--- config.mk ---
export PLATFORM = sky130hd
export DESIGN_NAME = time_counter_flat
export DESIGN_NICKNAME = d
export VERILOG_FILES = /design/src/rtl/time_counter_pkg.sv /design/src/rtl/time_counter_if.sv /design/src/rtl/time_counter_mod_counter.sv /design/src/rtl/time_counter.sv /design/src/flat_wrapper.sv
export SDC_FILE = /design/constraint.sdc
export NUM_CORES = 1
export LEC_CHECK = 0
export CAP_MARGIN = 10
export CORE_ASPECT_RATIO = 2
export CORE_MARGIN = 2
export CORE_UTILIZATION = 30
export CTS_BUF_LIST = sky130_fd_sc_hd__clkbuf_4
export DETAILED_ROUTE_END_ITERATION = 10
export MAX_ROUTING_LAYER = met4
export SLEW_MARGIN = 20
export SYNTH_ARGS = -nofsm -noshare
export SYNTH_HDL_FRONTEND = slang
export SYNTH_SLANG_ARGS = --single-unit
--- constraint.sdc ---
create_clock -name clk -period 3 [get_ports clk]
set_input_delay 0.3 -clock clk [delete_from_list [all_inputs] [get_ports clk]]
set_output_delay 0.3 -clock clk [all_outputs]
set_load 0.01 [all_outputs]
--- src/rtl/time_counter_pkg.sv ---
// Shared timekeeping constants and width helper, reused by the BCD split
// and display mux stages.
package time_counter_pkg;

    localparam int SEC_MOD = 60;
    localparam int MIN_MOD = 60;
    localparam int HR_MOD  = 24;

    // Bits needed to hold 0..value-1; never returns less than 1.
    function automatic int clog2(input int value);
        int r;
        int v;
        r = 0;
        v = value - 1;
        while (v > 0) begin
            r = r + 1;
            v = v >> 1;
        end
        return (r < 1) ? 1 : r;
    endfunction

endpackage

--- src/rtl/time_counter_if.sv ---
// Control inputs and time outputs of the timekeeping core.
interface time_counter_if #(
    parameter int DWL = 8
) ();

    logic           en;
    logic           set_mode;
    logic           inc_min;
    logic           inc_hr;
    logic [5:0]     Seconds;
    logic [DWL-3:0] Minutes;
    logic [DWL-4:0] Hours;
    logic           tick_1hz;

    // tick_1hz is a one-cycle strobe marking a freshly advanced Seconds value;
    // there is no ready, the consumer samples it in that cycle or misses it.
    // inc_min / inc_hr are one-cycle pulses; every high cycle counts as a press.
    modport master (
        output en, set_mode, inc_min, inc_hr,
        input  Seconds, Minutes, Hours, tick_1hz
    );

    modport slave (
        input  en, set_mode, inc_min, inc_hr,
        output Seconds, Minutes, Hours, tick_1hz
    );

endinterface

--- src/rtl/time_counter_mod_counter.sv ---
// Modulo-MOD up-counter with a same-cycle carry out on the wrap increment.
module mod_counter #(
    parameter int MOD = 60,
    parameter int W   = 6
) (
    input  logic         clk,
    input  logic         reset,
    input  logic         inc,
    output logic [W-1:0] value,
    output logic         carry
);

    localparam logic [W-1:0] LAST = W'(MOD - 1);

    // Anything at or past the last legal value wraps, so a corrupted
    // register recovers on its next increment.
    always_ff @(posedge clk) begin
        if (reset) begin
            value <= '0;
        end else if (inc) begin
            if (value >= LAST) begin
                value <= '0;
            end else begin
                value <= value + W'(1);
            end
        end
    end

    assign carry = inc && (value == LAST);

endmodule

--- src/rtl/time_counter.sv ---
// 24-hour timekeeping core: 1 Hz prescaler, H:M:S carry chain and a set mode
// for manual minute/hour adjustment.
module time_counter
    import time_counter_pkg::*;
#(
    parameter int DWL      = 8,
    parameter int CLK_FREQ = 100000000
) (
    input  logic           clk,
    input  logic           reset,
    time_counter_if.slave  bus
);

    localparam int            PW = clog2(CLK_FREQ);
    localparam logic [PW-1:0] TC = PW'(CLK_FREQ - 1);

    logic [PW-1:0]  presc;
    logic           run;
    logic           wrap;
    logic           tick_q;
    logic           sec_clr;
    logic           min_inc;
    logic           hr_inc;
    logic           sec_carry;
    logic           min_carry;
    logic           day_wrap_unused;
    logic [5:0]     sec_val;
    logic [DWL-3:0] min_val;
    logic [DWL-4:0] hr_val;

    assign run  = ~bus.set_mode & bus.en;
    assign wrap = run && (presc == TC);

    // Set mode parks the prescaler at 0 so the first tick after leaving
    // it is a full period away; en=0 simply freezes it mid-count.
    always_ff @(posedge clk) begin
        if (reset || bus.set_mode) begin
            presc <= '0;
        end else if (run) begin
            presc <= wrap ? '0 : presc + PW'(1);
        end
    end

    always_ff @(posedge clk) begin
        if (reset) begin
            tick_q <= 1'b0;
        end else begin
            tick_q <= wrap;
        end
    end

    assign sec_clr = reset | bus.set_mode;
    assign min_inc = bus.set_mode ? bus.inc_min : sec_carry;
    assign hr_inc  = bus.set_mode ? bus.inc_hr  : min_carry;

    mod_counter #(.MOD(SEC_MOD), .W(6)) u_sec (
        .clk   (clk),
        .reset (sec_clr),
        .inc   (wrap),
        .value (sec_val),
        .carry (sec_carry)
    );

    mod_counter #(.MOD(MIN_MOD), .W(DWL - 2)) u_min (
        .clk   (clk),
        .reset (reset),
        .inc   (min_inc),
        .value (min_val),
        .carry (min_carry)
    );

    mod_counter #(.MOD(HR_MOD), .W(DWL - 3)) u_hr (
        .clk   (clk),
        .reset (reset),
        .inc   (hr_inc),
        .value (hr_val),
        .carry (day_wrap_unused)
    );

    assign bus.Seconds  = sec_val;
    assign bus.Minutes  = min_val;
    assign bus.Hours    = hr_val;
    assign bus.tick_1hz = tick_q;

endmodule

--- src/flat_wrapper.sv ---
// flat-port wrapper written by rule: the top's interface ports become plain ports
module time_counter_flat import time_counter_pkg::*;
#(
    parameter int DWL      = 8,
    parameter int CLK_FREQ = 100000000
)
  (clk, reset, bus_en, bus_set_mode, bus_inc_min, bus_inc_hr, bus_Seconds, bus_Minutes, bus_Hours, bus_tick_1hz);
  time_counter_if #(.DWL(DWL)) bus_i ();
  input  logic clk;
  input  logic reset;
  input wire logic [$bits(bus_i.en)-1:0] bus_en;
  input wire logic [$bits(bus_i.set_mode)-1:0] bus_set_mode;
  input wire logic [$bits(bus_i.inc_min)-1:0] bus_inc_min;
  input wire logic [$bits(bus_i.inc_hr)-1:0] bus_inc_hr;
  output wire logic [$bits(bus_i.Seconds)-1:0] bus_Seconds;
  output wire logic [$bits(bus_i.Minutes)-1:0] bus_Minutes;
  output wire logic [$bits(bus_i.Hours)-1:0] bus_Hours;
  output wire logic [$bits(bus_i.tick_1hz)-1:0] bus_tick_1hz;
  assign bus_i.en = bus_en;
  assign bus_i.set_mode = bus_set_mode;
  assign bus_i.inc_min = bus_inc_min;
  assign bus_i.inc_hr = bus_inc_hr;
  assign bus_Seconds = bus_i.Seconds;
  assign bus_Minutes = bus_i.Minutes;
  assign bus_Hours = bus_i.Hours;
  assign bus_tick_1hz = bus_i.tick_1hz;
  time_counter #(.DWL(DWL), .CLK_FREQ(CLK_FREQ)) u_core (.clk(clk), .reset(reset), .bus(bus_i));
endmodule
After elaboration in Yosys (flattened, before gate mapping). Cells that the tools add are included.

Memory bits (read-only): 0. Output and inout port bits: 18. Memories kept: 0. Bits in latches: 0. Bits in writable memories: 0. Word-level logic and storage cells: 28. Register bits: 45. Input port bits: 6.

Div/mod/pow operators: 0. $add $sub $neg: 4. Reductions and logical operators: 4. Equal/unequal tests: 3. Multipliers: 0. Shift operators: 0. Bitwise logic cells: 3. Mux-type cells: 6. Order comparisons: 3.

Operator list (number): adder 27 x 1 -> 27 bit (second input constant) (1); == test 27 bit (second input constant) (1); two-way mux 27 bit (1); adder 6 x 1 -> 6 bit (second input constant) (2); == test 6 bit (second input constant) (2); >= comparator 6 bit (second input constant) (2); two-way mux 6 bit (2); adder 5 x 1 -> 5 bit (second input constant) (1); >= comparator 5 bit (second input constant) (1); two-way mux 5 bit (1); logical AND 1 bit (3); two-way mux 1 bit (2); AND 1 bit (1); logical OR 1 bit (1); NOT 1 bit (1); bitwise OR 1 bit (1).

Logic depth before layout (Yosys ltp). Gate-level depths: netlist of run 1.

Word-level depth: 7. Depth in mapped cells: 7. Depth with buffers taken out: 6.

Modules after synthesis. Synthesis of run 1 repeated with hierarchy kept, for this count alone.

Cells, all modules: 268. Area total of the unflattened synthesis: 2313.5 um2.

Modules (own cells, without submodules): time_counter (instances 1, sequential area each 560.5 um2, area each 1427.6 um2, cells each 170); mod_counter (u_core.u_min ...) (instances 2, sequential area each 120.1 um2, area each 291.5 um2, cells each 33); mod_counter (u_core.u_hr) (instances 1, sequential area each 100.1 um2, area each 302.8 um2, cells each 32).

Worst setup path before layout of run 1. OpenSTA, ideal clock, no wires.

Kind: register to register. Start: register u_core.u_min.value[0]. End: register u_core.u_hr.value[3]. Required time: 2.883 ns. Setup time: 0.117 ns. Slack: 1.170 ns. Stages on the path, launching flop included: 6. Buffers on the path: 0. Arrival time: 1.713 ns. Period minus slack after synthesis: 1.830 ns. Cell sequence: dfxtp_1 > ha_1 > or4b_4 > nor4_4 > o22ai_1 > a32o_1.

Cells in the longest elaborated chain, start to end: 3.

Ends and longest elaborated chain: from (decl) (RTL line time_counter_mod_counter.sv:9) `output logic [W-1:0] value,`; from (signal assigned) (RTL line time_counter_mod_counter.sv:24) `value <= value + W'(1);`; == test 6 bit (RTL line time_counter_mod_counter.sv:29) `assign carry = inc && (value == LAST);`; logical AND 1 bit (RTL line time_counter_mod_counter.sv:29); two-way mux 1 bit (RTL line time_counter.sv:54) `assign hr_inc = bus.set_mode ? bus.inc_hr : min_carry;`; to (signal assigned) (RTL line time_counter_mod_counter.sv:24); to (decl) (RTL line time_counter_mod_counter.sv:9).

No other way between the ends. A chain may end at the register's enable or synchronous reset.

Worst setup path after layout of run 1.
Start: register u_core.presc[0]. End: register u_core.u_sec.value[5].

Cells in the longest elaborated chain, start to end: 2.

Ends and longest elaborated chain: from (decl) (RTL line time_counter.sv:17) `logic [PW-1:0] presc;`; from (signal assigned) (RTL line time_counter.sv:40) `presc <= wrap ? '0 : presc + PW'(1);`; == test 27 bit (RTL line time_counter.sv:32) `assign wrap = run && (presc == TC);`; logical AND 1 bit (RTL line time_counter.sv:32); to (signal assigned) (RTL line time_counter_mod_counter.sv:24); to (decl) (RTL line time_counter_mod_counter.sv:9).

No other way between the ends.

==> results of run 1 <==
flip-flops by register name, indices dropped and copies added (netlist names):
register	count
u_core.bus.tick_1hz	1
u_core.u_min.value	6
u_core.u_hr.value	5
u_core.presc	27
u_core.u_sec.value	6
where the power goes:
part	internal (uW)	leakage [uW]	total (uW)	switching (uW)
clock network	121	0.0000368	316	195
registers	601	0.000363	607	5.48
logic	23.1	0.000541	53.1	30.0
through the flow:
step | std cells | hold WS, ns | total power [uW] | utilization [%] | setup slack (ns)
after CTS | 382 | 0.479 | 994 | 35.7 | 0.808
final | 382 | 0.475 | 976 | 35.7 | 0.797
after detailed placement | 374 | 0.462 | 673 | 34.9 | 0.431
after floorplan | 263 | 0.458 | 648 | - | 1.17
after global placement | 374 | 0.459 | 673 | 34.9 | 0.447
after global routing | 382 | 0.533 | 1020 | 35.7 | 0.571
cell usage after synthesis (3+ instances only):
library cell  number
dfxtp_1           45
nor2_1            33
xor2_1            21
nand2_1           18
nand4_1           15
nand3_1           12
o21ai_0            9
and3_1             8
a21oi_1            7
buf_2              5
o21a_1             5
and4_1             4
ha_1               4
inv_1              4
nor3_1             4
xnor2_1            4
a211oi_1           3
a22o_1             3
a32o_1             3
and2_1             3
and4b_1            3
clkbuf_1           3
nand4b_1           3
nor4_1             3
nor4b_1            3
o22ai_1            3
or2_2              3
cell families after synthesis:
group	Yosys count	synth area share, %
AND/OR/NAND/NOR	133	34.1
flip-flops	45	39.1
AO/OA/AOI/OAI	42	12.4
XOR/XNOR	25	9.50
buffers and inverters	13	2.39
adder cells (fa/ha/maj)	4	2.17
multiplexers	1	0.434
routing by layer:
metal / GRT usage, % / vias up / wire (um)
met5: - / - / 0
met4: 6.00 / 0 / 117
met3: 2.72 / 12 / 159
met2: 26.5 / 34 / 2970
met1: 13.5 / 966 / 2170
li1: - / 1014 / -
area by class of cell:
| type | count | share of cell area, % |
|---|---|---|
| Multi-Input combinational cell | 205 | 50.1 |
| Sequential cell | 45 | 33.4 |
| Inverter | 4 | 0.557 |
| Clock buffer | 8 | 2.23 |
| Tap cell | 94 | 4.36 |
| Timing Repair Buffer | 26 | 9.37 |
worst reg2reg max path, stage by stage, from the launching register on:
cell and delay, ns:
dfxtp_1 0.42, ha_1 0.19, and4b_2 0.30, and3_1 0.19, nand4bb_1 0.41, or3_1 0.50, a21oi_1 0.14
worst min path at each step:
stage,to,slack (ns),depth (start not counted)
floorplan,u_core.presc[1]$_SDFFE_PP0P_,0.46,2
global placement,u_core.u_sec.value[5]$_SDFFE_PP0N_,0.46,2
detailed placement,u_core.u_sec.value[5]$_SDFFE_PP0N_,0.46,2
CTS,u_core.u_sec.value[5]$_SDFFE_PP0N_,0.48,2
global route,u_core.u_min.value[1]$_SDFFE_PP0P_,0.53,2
finish,u_core.u_sec.value[5]$_SDFFE_PP0N_,0.48,2
==> results.ini, run 1 <==
[outcome]
outcome=finished clean

[clock_network]
htree_levels=2
clk_path_buf_depth=2
cts_resized=0
insertion_delay_ns=0.37
cts_made_buffers=5
clock_sinks=45
post-cts-setup-buffers=0
cts_tree=done
clock-root-buffer=clkbuf_4
cts_hold_buffers=0
cts.clk_slew.worst_paths_ns=0.12

[route]
drtIter0Drc=57
drc=0
avgViaCountPerCell=5.30
drtAntennaViolNets=0
drt_first_pass_iters=4
num_vias=2026
wire_per_inst_um=14.2
drt_wl_total_um=5420

[job]
maxCapViolCount=0

[floorplanning]
dieHeight_um=128
fp-row-count=45
die-width_um=66.0
core_area_sq_um=7540
pin_count=24
initial_core_util_pct=30.6
die_area_sq_um=8450

[timing]
finClkSkew_ns=0.00991
rsz0062_at_grt=false
tightest_slew_ns=0.478
maxSlewViolCount=0
slew_headroom_pct=67.9
fmax_mhz=454
finalHoldViolCount=0
setup_viol=0
fin_setup_tns_ns=0
period_share_pct=73.4
post-route-min-period_ns=2.20

[worst_setup_path]
cp-end-kind=flop
crit_family=simple AND/OR/NAND/NOR gates
cp.arrival_ns=2.51
reg2reg_to=u_core.u_sec.value[5]$_SDFFE_PP0N_
cp_max_fo=13
path_depth=6
rr_worst_depth=6
max_stage_delay_ns=0.50
path_buf_inv=0
r2r_slack_ns=0.80
cp_cell_sequence=ha_1 > and4b_2 > and3_1 > nand4bb_1 > or3_1 > a21oi_1
crit_start=u_core.presc[0]$_SDFFE_PP0P_
cp.required_ns=3.31
crit_path_end=u_core.u_sec.value[5]$_SDFFE_PP0N_
cp_slowest_cell=or3_1
critPathLaunchType=flop
worst-setup-path-type=flop to flop
r2r_start=u_core.presc[0]$_SDFFE_PP0P_

[cells_and_area]
multiInputGateArea_sq_um=1350
mostFrequentLayoutCell=dfxtp_1
drive_gt1_share_pct=7.64
area_growth_pct=16.9
fillers=802
seqCellArea_sq_um=901
layout_common_cells=45 x dfxtp_1, 33 x nor2_1, 23 x clkdlybuf4s50_1
fin_nets=297
diodes=0
post-route-cell-area_sq_um=2700

[global_route]
grt.total_usage_pct=14.1
grt_pass1_vias=1930
grt_overflow_total=0
antenna_found_initial=0
grt_max_degree=26
grt_first_pass_wirelength_um=9110

[synth]
syn_nets=273
ys_top_cells_by_area=dfxtp_1 39%, xor2_1 8.0%, nor2_1 5.4%
synth_cells=263
synth_top_area_share_pct=39.1
yosys_warnings=0
synth-seq-cells=45
syn_avg_cell_area_sq_um=8.77
synth_top_area_cell=dfxtp_1
mappedNetlistArea_sq_um=2310
ys_async_sr_fraction_pct=0
synth_cell_types=52
ys.flop_type=dfxtp_1
synth-edff-count=0
seq_area_frac_synth_pct=39.1

[min_path]
hp-start=u_core.u_sec.value[5]$_SDFFE_PP0N_
hold_class=flop to flop

[power_and_ir_drop]
total_leakage_power_uw=0.000941
power.density_nw_per_um2=362
irDropWorstVdd_mv=0.152

[place]
place_congestion=0.744
dpl.hpwl_um=3910
port_buffers=23
place_area_sq_um=2640

Note: power is estimated with default switching activity, not from simulation.
==> inputs of run 2 (changes only) <==
==> constraint.sdc (replaced) <==
create_clock -name clk -period 2 [get_ports clk]
set_input_delay 0.2 -clock clk [delete_from_list [all_inputs] [get_ports clk]]
set_output_delay 0.2 -clock clk [all_outputs]
set_load 0.01 [all_outputs]
==> results.ini, run 2 (same netlist as run 1, synthesis figures left out) <==
[worst_setup_path]
worst-setup-path-type=flop to flop
cp_max_fo=5  ; -8
cp_cell_sequence=nand3_2 > or4b_4 > nor4_4 > buf_4 > nor4b_1 > a41o_1
cp.required_ns=2.29  ; -1.02 ns
cp.arrival_ns=2.22  ; -0.29 ns
cp_slowest_cell=or4b_4
cp-end-kind=flop
critPathLaunchType=flop
max_stage_delay_ns=0.52  ; +0.02 ns

[clock_network]
cts_hold_buffers=0  ; unchanged
clock-root-buffer=clkbuf_4
cts.clk_slew.worst_paths_ns=0.14  ; +0.02 ns
cts_tree=done
clock_sinks=45  ; unchanged
cts_made_buffers=5  ; unchanged
htree_levels=2  ; unchanged
insertion_delay_ns=0.38  ; about the same
clk_path_buf_depth=2  ; unchanged

[power_and_ir_drop]
switchingPower_uw=366  ; +59%
clkPwrFrac_pct=36.5  ; +4.2 points
seqPwrFrac_pct=57.2  ; -5.0 points
power.density_nw_per_um2=527  ; +46%
power_uw=1590  ; +63%
total_leakage_power_uw=0.00114  ; +21%
irDropWorstVdd_mv=0.180  ; +19%
swShare_pct=23.0  ; -0.61 points
p_int_uw=1230  ; +64%
combPwrFrac_pct=6.3  ; +0.9 points

[timing]
tightest_slew_ns=0.546  ; +0.0678 ns
maxSlewViolCount=0  ; unchanged
period_share_pct=96.6  ; +23 points
finClkSkew_ns=0.0148  ; +0.00493 ns
slew_headroom_pct=63.2  ; -4.7 points
finalHoldViolCount=0  ; unchanged
timing.hold.ws_ns=0.477  ; +0.00208 ns
setup_viol=0  ; unchanged
post-route-min-period_ns=1.93  ; -0.272 ns
fmax_mhz=518  ; +14%

[floorplanning]
dieHeight_um=128  ; unchanged
pin_count=24  ; unchanged
fp-row-count=45  ; unchanged
die-width_um=66.0  ; unchanged
core_area_sq_um=7540  ; unchanged
die_area_sq_um=8450  ; unchanged
initial_core_util_pct=30.6  ; unchanged

[cells_and_area]
drive_gt1_share_pct=19.4  ; +12 points
reg.largest.list=u_core.presc x27, u_core.u_min.value x6, u_core.u_sec.value x6
mostFrequentLayoutCell=dfxtp_1
largest_register_ffs=27  ; unchanged
area_growth_pct=31.0
multiInputGateArea_sq_um=1360  ; +0.93%
seqCellArea_sq_um=910  ; +0.97%
layout_common_cells=40 x dfxtp_1, 38 x buf_4, 33 x nor2_1
top_register=u_core.presc
fin_nets=333  ; +12%
fillers=783  ; -2.4%

[route]
wire_per_inst_um=14.1  ; -0.61%
drtIter0Drc=70  ; +23%
drtAntennaViolNets=0  ; unchanged
drt_wl_total_um=5900  ; +9.0%
avgViaCountPerCell=5.16  ; -2.7%
num_vias=2163  ; +6.8%
drt_first_pass_iters=4  ; unchanged
drc=0  ; unchanged

[place]
place_congestion=0.823  ; +11%
port_buffers=23  ; unchanged
dpl.hpwl_um=4470  ; +14%

[global_route]
grt_max_degree=26  ; unchanged
grt_pass1_vias=2076  ; +7.6%
grt_first_pass_wirelength_um=9740  ; +6.9%
grt_overflow_total=0  ; unchanged
antenna_found_initial=1  ; +1
grt.total_usage_pct=15.3  ; +1.2 points

[job]
maxCapViolCount=0  ; unchanged

[min_path]
hold_class=flop to flop

[outcome]
outcome=finished clean

-- run 2: cell types whose count changed in the layout (fill, tap and decap cells not counted), sizes merged --
cell / previous run / this run
buf: 3 / 39
bufinv: 0 / 1
clkbuf: 8 / 6
clkinv: 0 / 1
diode: 0 / 1
-- run 2: through the flow --
step | TNS [ns] | worst slack [ns] | area [sq um] | instances | utilization [%]
3_5_place_dp | -1.40 | -0.165 | 2890 | 406 | 38.3
2_1_floorplan | 0 | 0.170 | 2310 | 263 | -
5_1_grt | -0.0101 | -0.0101 | 3020 | 419 | 40.0
4_1_cts | 0 | 0.0490 | 2970 | 414 | 39.3
3_3_place_gp | -0.783 | -0.113 | 2890 | 406 | 38.3
6_report | 0 | 0.0681 | 3020 | 419 | 40.0
-- run 2: layout make-up --
class	instances	share of cell area, %
antenna	1	0.0828
clock inverter	2	1.12
tap	94	3.89
multi-input combinational	205	45.1
clock buffer	6	1.49
inverter	4	0.497
timing repair buffer	62	17.7
sequential	45	30.1
-- run 2: critical path: cells and delay by family (launching register included) --
kind / cells / cell delay (ns)
AND/OR/NAND/NOR: 4 / 1.07
flip-flops: 1 / 0.39
AO/OA/AOI/OAI: 1 / 0.20
buffers and inverters: 1 / 0.18
-- run 2: path summary, 6_finish.rpt --
path | cells after the start | to | from | slack [ns]
hold / removal | 2 | u_core.u_sec.value[5]$_SDFFE_PP0N_ | u_core.u_sec.value[5]$_SDFFE_PP0N_ | 0.48
hold reg to reg | 2 | u_core.u_sec.value[5]$_SDFFE_PP0N_ | u_core.u_sec.value[5]$_SDFFE_PP0N_ | 0.48
setup reg to reg | 6 | u_core.u_hr.value[1]$_SDFFE_PP0P_ | u_core.u_min.value[3]$_SDFFE_PP0P_ | 0.07
setup / recovery | 6 | u_core.u_hr.value[1]$_SDFFE_PP0P_ | u_core.u_min.value[3]$_SDFFE_PP0P_ | 0.07
-- run 2: repair_timing --
item / CTS / global route
gates resized for setup: 0 / 8
buffers inserted: 0 / 4
setup endpoints to repair: 0 / 2
-- run 2: layer usage --
| layer | up-vias | track usage [%] | share of wire [%] |
|---|---|---|---|
| met5 | - | - | 0 |
| met4 | 0 | 9.36 | 4.5 |
| met3 | 17 | 2.55 | 2.5 |
| met2 | 33 | 28.9 | 57 |
| met1 | 1027 | 13.5 | 36 |
| li1 | 1086 | - | - |
-- run 2: power by group through the flow --
stage	Clock [uW]	Combinational, uW	Sequential [uW]
floorplan	0	40.7	931
global placement	0	93.9	930
CTS	603	94.8	910
detailed placement	0	94.4	930
global route	638	109	912
finish	582	99.5	910
